**src/rtl/alu_cmd_driver.sv**
```systemverilog
`timescale 1ns/1ps
// Initiator for the 4-bit combinational ALU. Queues commands, drives
// operands for one settle cycle, then returns captured flags in order.
module alu_cmd_driver #(
    parameter int DATA_W     = 4,
    parameter int SEL_W      = 3,
    parameter int FIFO_DEPTH = 4,
    parameter int CNT_W      = 8
) (
    input  logic              clk,
    input  logic              rst,
    input  logic              cmd_valid,
    output logic              cmd_ready,
    input  logic [DATA_W-1:0] cmd_a,
    input  logic [DATA_W-1:0] cmd_b,
    input  logic [SEL_W-1:0]  cmd_sel,
    output logic [DATA_W-1:0] alu_a,
    output logic [DATA_W-1:0] alu_b,
    output logic [SEL_W-1:0]  alu_sel,
    input  logic [DATA_W-1:0] alu_result,
    input  logic              alu_carry,
    input  logic              alu_zero,
    output logic              rsp_valid,
    input  logic              rsp_ready,
    output logic [DATA_W-1:0] rsp_result,
    output logic              rsp_carry,
    output logic              rsp_zero,
    output logic              rsp_illegal,
    output logic              busy,
    output logic [CNT_W-1:0]  op_count
);

    localparam int AW = $clog2(FIFO_DEPTH);
    localparam int EW = 2 * DATA_W + SEL_W;

    localparam logic [1:0] IDLE  = 2'd0;
    localparam logic [1:0] DRIVE = 2'd1;
    localparam logic [1:0] RESP  = 2'd2;

    logic [EW-1:0] mem [FIFO_DEPTH];
    logic [AW:0]   wr_ptr;
    logic [AW:0]   rd_ptr;
    logic [1:0]    state;
    logic [EW-1:0] head;
    logic          empty;
    logic          full;
    logic          push;
    logic          pop;
    logic          illegal_sel;

    // Extra pointer bit distinguishes full from empty.
    assign empty = (wr_ptr == rd_ptr);
    assign full  = (wr_ptr[AW] != rd_ptr[AW]) &&
                   (wr_ptr[AW-1:0] == rd_ptr[AW-1:0]);

    assign cmd_ready = !rst && !full;
    assign push      = cmd_valid && cmd_ready;
    assign head      = mem[rd_ptr[AW-1:0]];

    assign pop = !empty &&
                 ((state == IDLE) || (state == RESP && rsp_ready));

    assign illegal_sel = (alu_sel > SEL_W'(4));
    assign busy        = !empty || (state != IDLE);

    always_ff @(posedge clk) begin
        if (push) begin
            mem[wr_ptr[AW-1:0]] <= {cmd_a, cmd_b, cmd_sel};
        end
    end

    always_ff @(posedge clk) begin
        if (rst) begin
            wr_ptr      <= '0;
            rd_ptr      <= '0;
            state       <= IDLE;
            alu_a       <= '0;
            alu_b       <= '0;
            alu_sel     <= '0;
            rsp_valid   <= 1'b0;
            rsp_result  <= '0;
            rsp_carry   <= 1'b0;
            rsp_zero    <= 1'b0;
            rsp_illegal <= 1'b0;
            op_count    <= '0;
        end else begin
            if (push) begin
                wr_ptr <= wr_ptr + (AW+1)'(1);
            end
            if (pop) begin
                rd_ptr                   <= rd_ptr + (AW+1)'(1);
                {alu_a, alu_b, alu_sel}  <= head;
            end
            case (state)
                IDLE: begin
                    if (!empty) begin
                        state <= DRIVE;
                    end
                end
                DRIVE: begin
                    rsp_valid <= 1'b1;
                    state     <= RESP;
                    // Illegal selects never trust whatever the ALU outputs.
                    if (illegal_sel) begin
                        rsp_result  <= '0;
                        rsp_carry   <= 1'b0;
                        rsp_zero    <= 1'b1;
                        rsp_illegal <= 1'b1;
                    end else begin
                        rsp_result  <= alu_result;
                        rsp_carry   <= alu_carry;
                        rsp_zero    <= alu_zero;
                        rsp_illegal <= 1'b0;
                    end
                end
                RESP: begin
                    if (rsp_ready) begin
                        rsp_valid <= 1'b0;
                        op_count  <= op_count + CNT_W'(1);
                        state     <= empty ? IDLE : DRIVE;
                    end
                end
                default: state <= IDLE;
            endcase
        end
    end

endmodule
```
**config.mk**
```make
export PLATFORM = sky130hd
export DESIGN_NAME = alu_cmd_driver
export DESIGN_NICKNAME = d
export VERILOG_FILES = /design/src/rtl/alu_cmd_driver.sv
export SDC_FILE = /design/constraint.sdc
export NUM_CORES = 1
export LEC_CHECK = 0
export ABC_CLOCK_PERIOD_IN_PS = 2900
export CELL_PAD_IN_SITES_DETAIL_PLACEMENT = 2
export CELL_PAD_IN_SITES_GLOBAL_PLACEMENT = 2
export CORE_MARGIN = 8
export CORE_UTILIZATION = 37
export DETAILED_ROUTE_END_ITERATION = 7
export PLACE_DENSITY_LB_ADDON = 0.1
export SKIP_CTS_REPAIR_TIMING = 1
export SLEW_MARGIN = 20
export SYNTH_ARGS = -nofsm -noshare
export SYNTH_HDL_FRONTEND = slang
export SYNTH_SLANG_ARGS = --single-unit
```
**constraint.sdc**
```tcl
create_clock -name clk -period 2.9 [get_ports clk]
set_clock_uncertainty 0.1 [all_clocks]
set_input_delay 0.435 -clock clk [delete_from_list [all_inputs] [get_ports clk]]
set_output_delay 0.435 -clock clk [all_outputs]
set_load 0.02 [all_outputs]
```
# --- Word-level counts from Yosys, hierarchy flattened ---
# Memory sizes are Yosys's and may differ from the RTL's. A register that Yosys moved wholly into a read port is not among the register bits.
# Index checks and enable logic that the tools add are counted.
# W data, S select, Z words.
word_totals:
  register_bits: 24
  mem_bits_rw: 44
  input_bits: 21
  out_inout_bits: 29
  memories: 1
mem_list:
  columns: ["name", "words", "word_bits", "rd", "rd_clocked_by_memory_dff", "write_ports", "line", "rtl"]
  rows:
  - ["mem", 4, 11, 1, 1, 1, "40", "logic [EW-1:0] mem [FIFO_DEPTH];"]
classes:
  n_addsub: 3
  order_cmp: 1
  n_eq_ne: 7
  n_mux: 12
  reduce_logical: 16
op_table:
  columns: ["op", "n"]
  rows:
  - ["$add A8 B1 Y8 const B", 1]
  - ["$mux W1", 7]
  - ["$add A3 B1 Y3 const B", 2]
  - ["$pmux W2 S3", 1]
  - ["$reduce_and A2 Y1", 3]
  - ["$logic_and A1 B1 Y1", 5]
  - ["$mux W2", 2]
  - ["$mux W4", 1]
  - ["$ne A2 B2 Y1 const B", 2]
  - ["$reduce_bool A2 Y1", 2]
  - ["$eq A3 B3 Y1", 1]
  - ["$gt A3 B3 Y1 const B", 1]
  - ["$logic_not A1 Y1", 3]
  - ["$eq A2 B1 Y1 const B", 1]
  - ["$eq A2 B2 Y1", 1]
  - ["$eq A2 B2 Y1 const B", 1]
  - ["$logic_not A2 Y1", 1]
  - ["$logic_or A1 B1 Y1", 2]
  - ["$pmux W1 S2", 1]
  - ["$ne A1 B1 Y1", 1]

# --- Depth between registers and ports, before layout ---
# Gate-level depths: netlist of the first run.
logic_depth:
  ltp_word: 7
  ltp_mapped: 5
  depth_no_buf: 4

# --- Least setup slack after synthesis of the first run ---
# No wires, ideal clock.
synth_path:
  path_type: "register to register"
  from: "register rd_ptr[0]"
  to: "memory mem[3][0] (netlist bit) (enable)"
  setup_ns: 0.396
  arrival_ns: 1.940
  required_time_ns: 2.404
  path_slack_ns: 0.464
  stages_incl_launch_ff: 6
  path_buffers: 2
  synth_period_minus_slack_ns: 2.436
  path_cell_list: "dfxtp_1 buf_6 buf_6 xor2_1 o31ai_1 nor3b_1"
synth_via:
  elab_chain_len: 7
synth_rtl:
  columns: ["item", "line", "rtl"]
  rows:
  - ["from (decl)", "42", "logic [AW:0] rd_ptr;"]
  - ["from (signal assigned)", "91", "rd_ptr <= rd_ptr + (AW+1)'(1);"]
  - ["$eq A2 B2 Y1", "54", "(wr_ptr[AW-1:0] == rd_ptr[AW-1:0]);"]
  - ["$logic_and A1 B1 Y1", "53", "assign full = (wr_ptr[AW] != rd_ptr[AW]) &&"]
  - ["$logic_not A1 Y1", "56", "assign cmd_ready = !rst && !full;"]
  - ["$logic_and A1 B1 Y1", "56", null]
  - ["$logic_and A1 B1 Y1", "57", "assign push = cmd_valid && cmd_ready;"]
  - ["$mux W1", "67", "if (push) begin"]
  - ["$mux W1 (not written as such)", "68", "mem[wr_ptr[AW-1:0]] <= {cmd_a, cmd_b, cmd_sel};"]
  - ["to (decl)", "40", null]
# No other way between the ends.

# --- Final worst setup path of the first run ---
layout_path:
  from: "register wr_ptr[1]"
  to: "output busy"
layout_via:
  elab_chain_len: 3
layout_rtl:
  columns: ["item", "line", "rtl"]
  rows:
  - ["from (decl)", "41", "logic [AW:0] wr_ptr;"]
  - ["from (signal assigned)", "88", "wr_ptr <= wr_ptr + (AW+1)'(1);"]
  - ["$eq A3 B3 Y1", "52", "assign empty = (wr_ptr == rd_ptr);"]
  - ["$logic_not A1 Y1", null, null]
  - ["$logic_or A1 B1 Y1", "64", "assign busy = !empty || (state != IDLE);"]
  - ["to (decl)", "29", "output logic busy,"]
# No other way between the ends.

==> results of run 1 <==
-- layer usage --
metal  share of wire [%]  vias to the layer above  track usage (%)
li1                    -                     1030                -
met1                  45                     1042             15.3
met2                  48                       43             21.5
met3                 4.5                       11             3.60
met4                 1.9                        0             5.94
met5                   0                        -                0
-- synthesized netlist by cell type, drive strengths merged (5+ instances only) --
cell type / instances / share of area [%]
dfxtp: 35 / 20
mux4: 11 / 7.9
or2b: 13 / 3.3
mux2i: 14 / 4.1
nand2: 10 / 1.1
nor2b: 5 / 0.91
edfxtp: 44 / 39
nand3: 9 / 1.3
a21oi: 13 / 1.9
o31ai: 5 / 1.1
ha: 6 / 2.2
buf: 8 / 2.3
inv: 5 / 0.55
clkbuf: 5 / 0.55
nand2b: 15 / 2.8
nor2: 12 / 1.3
-- power by group through the flow --
stage,clock network [mW],registers (mW),logic [mW]
finish,0.875,1.42,1.10
global route,0.955,1.44,1.21
CTS,0.910,1.42,1.13
detailed placement,0,1.45,1.12
global placement,0,1.44,1.10
floorplan,0,1.50,0.741
-- cell type report --
type / instances / area share [%]
timing repair buffer: 56 / 12.8
clock inverter: 7 / 1.99
multi-input combinational: 151 / 30.5
tap: 111 / 3.30
clock buffer: 9 / 2.94
sequential: 79 / 48.0
inverter: 5 / 0.446
-- critical path: cells and delay by family (launching register included) --
kind | cells | cell delay (ns)
AND/OR/NAND/NOR | 2 | 0.22
XOR/XNOR | 1 | 0.33
buffers and inverters | 1 | 0.61
flip-flops | 1 | 0.48
-- registers in the layout (all words and copies together), names as in the netlist --
| name | flops |
|---|---|
| alu_sel | 3 |
| op_count | 8 |
| mem | 44 |
| rsp_zero | 1 |
| rsp_illegal | 1 |
| rsp_carry | 1 |
| alu_a | 4 |
| rd_ptr | 3 |
| alu_b | 4 |
| rsp_result | 4 |
| rsp_valid | 1 |
| wr_ptr | 3 |
| state | 2 |
-- worst paths after layout --
kind	from	to	slack, ns
setup / recovery	wr_ptr[1]	busy	0.37
hold / removal	rsp_result[1]	rsp_result[1]	0.36
setup reg to reg	rd_ptr[2]	mem[3][8]	0.83
hold reg to reg	rsp_result[1]	rsp_result[1]	0.36
-- per-stage QoR --
step	setup WS (ns)	hold slack (ns)
floorplan	0.464	0.430
global placement	0.660	0.340
detailed placement	0.623	0.350
CTS	0.302	0.364
global route	0.212	0.388
finish	0.369	0.357
-- cells by family (layout without fill, tap and decap cells) --
| kind of cell | Yosys count | after routing | synth area share, % |
|---|---|---|---|
| xor+xnor | 7 | 7 | 2.23 |
| compound gates | 28 | 28 | 5.41 |
| buf+inv | 18 | 77 | 3.43 |
| fa+ha+maj | 6 | 6 | 2.19 |
| flops | 79 | 79 | 59.0 |
| mux | 28 | 28 | 13.0 |
| simple gates | 82 | 82 | 14.7 |
==> results_dict.tcl, run 1 <==
set metrics [dict create \
    place_congestion 0.716 \
    hold_viol 0 \
    route.detailed.drc 0 \
    clk_latency_ns 0.35 \
    crit_path_top_delay_cell "clkdlybuf4s50_1" \
    hpwlAfterDp_um 5170 \
    clock_path_buffers 2 \
    tns_ns 0 \
    setup.worst_path.end_class "output port" \
    netSwitchingFraction_pct 32.9 \
    max_freq_mhz 395 \
    grtUsageTotal_pct 13.0 \
    cts_sinks 79 \
    cp_max_fo 6 \
    power_mw 3.40 \
    setup_viol 0 \
    startpoint_type "register" \
    initial_utilization_pct 37.6 \
    root_buffer "clkbuf_8" \
    rsz0062_at_grt "false" \
    final.period_utilization_pct 87.3 \
    vias_per_cell 5.09 \
    r2r_cells 4 \
    rows 35 \
    pwr-share-comb_pct 32.4 \
    seq_area_frac_synth_pct 59.0 \
    multi_input_area_um2 1280 \
    tightest_slew_ns 0.669 \
    synth_edf_count 44 \
    grt_pass1_wl_um 12800 \
    wire_per_inst_um 18.0 \
    overflow 0 \
    drt_iter0_drc 47 \
    p_clk_share_pct 25.8 \
    powerDensity_nw_per_um2 807 \
    die_x_um 112 \
    hold_class "reg2reg" \
    syn_area_um2 3420 \
    nets 329 \
    fin_util_pct 46.2 \
    ys_warn_count 0 \
    cp.arrival_ns 2.00 \
    place_inst 402 \
    clkTransAtPathRegs_ns 0.09 \
    cts_buffers 9 \
    fillerInstances 899 \
    status "finished, final reports clean" \
    finalMaxSlewViolations 0 \
    final-instance-count-excl-fill 418 \
    min_period_ns 2.53 \
    coreArea_um2 9110 \
    synth-async-reset-ratio_pct 0 \
    hold_depth 2 \
    intPower_mw 2.28 \
    h-tree-depth 3 \
    final_cell_mix "clkdlybuf4s50_1 (48), edfxtp_1 (44), dfxtp_1 (35)" \
    synthDistinctLibCells 47 \
    area_growth_pct 22.9 \
    syn_area_per_cell_um2 13.8 \
    drtAntennaViolNets 0 \
    max_stage_delay_ns 0.61 \
    cp.required_ns 2.37 \
    cts_tree "built" \
    grt_max_degree 58 \
    routed_wl_um 7540 \
    vias 2126 \
    ios 50 \
    port_buffers 49 \
    synth_nets 275 \
    fin_area_um2 4210 \
    maxCapViolCount 0 \
    antenna_found_initial 0 \
    synth_cells 248 \
    switchingPower_mw 1.12 \
    seq_area_um2 2020 \
    first_pass_iters 4 \
    grt_pass1_vias 2407 \
    synth_flop_cell "edfxtp_1" \
    diodes 0 \
    slew_headroom_pct 55.3 \
    ir_drop_mv 0.357 \
    leakage_nw 1.48 \
    drive_gt1_share_pct 15.6 \
    synth-seq-cells 79 \
    path_cells "xor2_1, nor3_1, nand2_1, clkdlybuf4s50_1" \
    die_area_um2 12600 \
    critical_path_class "reg2out" \
    layout_commonest_cell "clkdlybuf4s50_1" \
    die_h_um 112 \
    seq_power_share_pct 41.8 \
    placedInstanceArea_um2 4000 \
]
(Power assumes the default switching activity.)
==> run 2, diff against run 1 <==
--- a/config.mk
+++ b/config.mk
@@ -10,8 +10,10 @@
 export CELL_PAD_IN_SITES_GLOBAL_PLACEMENT = 2
 export CORE_MARGIN = 8
 export CORE_UTILIZATION = 37
+export CTS_CLUSTER_SIZE = 14
 export DETAILED_ROUTE_END_ITERATION = 7
 export PLACE_DENSITY_LB_ADDON = 0.1
+export RECOVER_POWER = 100
 export SKIP_CTS_REPAIR_TIMING = 1
 export SLEW_MARGIN = 20
 export SYNTH_ARGS = -nofsm -noshare
==> run 2 against run 1 <==
First-iteration DRC count grew 4.3%. Setup slack lost 0.096 ns. Largest cell class unchanged. Fmax shrank 3.7%. Global-route usage is the same.
==> results_dict.tcl, run 2 (synthesis results as in run 1) <==
set metrics [dict create \
    hold_viol 0 \
    p_clk_share_pct 26.2 \
    fillerInstances 907 \
    final-instance-count-excl-fill 418 \
    critPathTopFamily "buffers and inverters" \
    path_cells "xor2_1, nor3_1, nand2_1, dlygate4sd3_1" \
    netSwitchingFraction_pct 33.3 \
    cts_buffers 9 \
    cp.required_ns 2.37 \
    hold_class "reg2reg" \
    status "finished, final reports clean" \
    max_stage_delay_ns 0.67 \
    fin_hold_ws_ns 0.354 \
    slew_headroom_pct 33.2 \
    grt_pass1_wl_um 12800 \
    fin_util_pct 45.9 \
    clk_latency_ns 0.35 \
    coreArea_um2 9110 \
    critical_path_class "reg2out" \
    place_inst 402 \
    power_mw 3.34 \
    grtUsageTotal_pct 13.0 \
    placedInstanceArea_um2 4000 \
    leakage_nw 1.54 \
    setup.worst_path.end_class "output port" \
    clock_path_buffers 2 \
    largest_register_ffs 44 \
    drive_gt1_share_pct 13.4 \
    route.detailed.drc 0 \
    layout_commonest_cell "edfxtp_1" \
    ir_drop_mv 0.359 \
    h-tree-depth 3 \
    grt_pass1_vias 2407 \
    final.period_utilization_pct 90.6 \
    tightest_slew_ns 1.00 \
    antenna_found_initial 0 \
    first_pass_iters 3 \
    ios 50 \
    clkTransAtPathRegs_ns 0.09 \
    place_ws_ns 0.623 \
    crit_path_top_delay_cell "dlygate4sd3_1" \
    initial_utilization_pct 37.6 \
    cts_sinks 79 \
    routed_wl_um 7570 \
    place_congestion 0.716 \
    finalMaxSlewViolations 0 \
    fin_area_um2 4180 \
    nets 329 \
    vias_per_cell 5.11 \
    area_growth_pct 22.1 \
    intPower_mw 2.23 \
    powerDensity_nw_per_um2 798 \
    final_cell_mix "edfxtp_1 (44), dlygate4sd3_1 (41), dfxtp_1 (35)" \
    switchingPower_mw 1.11 \
    diodes 0 \
    port_buffers 49 \
    min_period_ns 2.63 \
    die_x_um 112 \
    cp_max_fo 6 \
    die_h_um 112 \
    finalWorstSetupSlack_ns 0.273 \
    maxCapViolCount 0 \
    root_buffer "clkbuf_8" \
    tns_ns 0 \
    startpoint_type "register" \
    cp.arrival_ns 2.09 \
    die_area_um2 12600 \
    rsz0062_at_grt "false" \
    pwr-share-comb_pct 31.4 \
    rows 35 \
    seq_power_share_pct 42.4 \
    cts_tree "built" \
    drtAntennaViolNets 0 \
    drt_iter0_drc 49 \
    path_buf_inv 1 \
    max_freq_mhz 381 \
    wire_per_inst_um 18.1 \
    hpwlAfterDp_um 5170 \
    vias 2138 \
    overflow 0 \
    setup_viol 0 \
    grt_max_degree 58 \
]
[run 2: changes by cell type in the layout (fill, tap and decap cells not counted)]
cell             change
clkdlybuf4s50_1     -41
nand3b_2             -1
nand3b_1             +1
dlygate4sd3_1       +41
buf_4                -5
a311oi_1             +1
a311oi_2             -1
clkbuf_1             +5
[run 2: worst paths after layout]
path / start / end / slack, ns / depth (start not counted)
hold / removal: rsp_result[1] / rsp_result[1] / 0.35 / 2
setup / recovery: wr_ptr[1] / busy / 0.27 / 4
setup reg to reg: rd_ptr[2] / mem[3][8] / 0.50 / 4
hold reg to reg: rsp_result[1] / rsp_result[1] / 0.35 / 2
[run 2: power by group through the flow]
stage	registers [mW]	clock network [mW]	logic [mW]
after floorplan	1.50	0	0.741
after global placement	1.44	0	1.10
after detailed placement	1.45	0	1.12
after CTS	1.42	0.910	1.13
after global routing	1.44	0.955	1.16
final	1.41	0.875	1.05
[run 2: worst reg2reg max path, delay by kind of cell (launching register included)]
| kind | cells | cell delay (ns) |
|---|---|---|
| compound gates | 1 | 0.26 |
| xor+xnor | 1 | 0.46 |
| buf+inv | 1 | 0.61 |
| simple gates | 1 | 0.23 |
| flops | 1 | 0.37 |
[run 2: metal layers]
metal  track usage, %  share of wire [%]
met1             15.3                 45
met2             21.5                 48
met3             3.60                4.6
met4             5.94                1.9
met5                0                  0
[run 2: area by class of cell]
cell class | count | area [um2] | share of cell area [%]
Clock inverter | 7 | 83.8 | 2.00
Multi-Input combinational cell | 151 | 1270 | 30.5
Sequential cell | 79 | 2020 | 48.4
Timing Repair Buffer | 56 | 519 | 12.4
Clock buffer | 9 | 124 | 2.96
Inverter | 5 | 18.8 | 0.449
Tap cell | 111 | 139 | 3.32
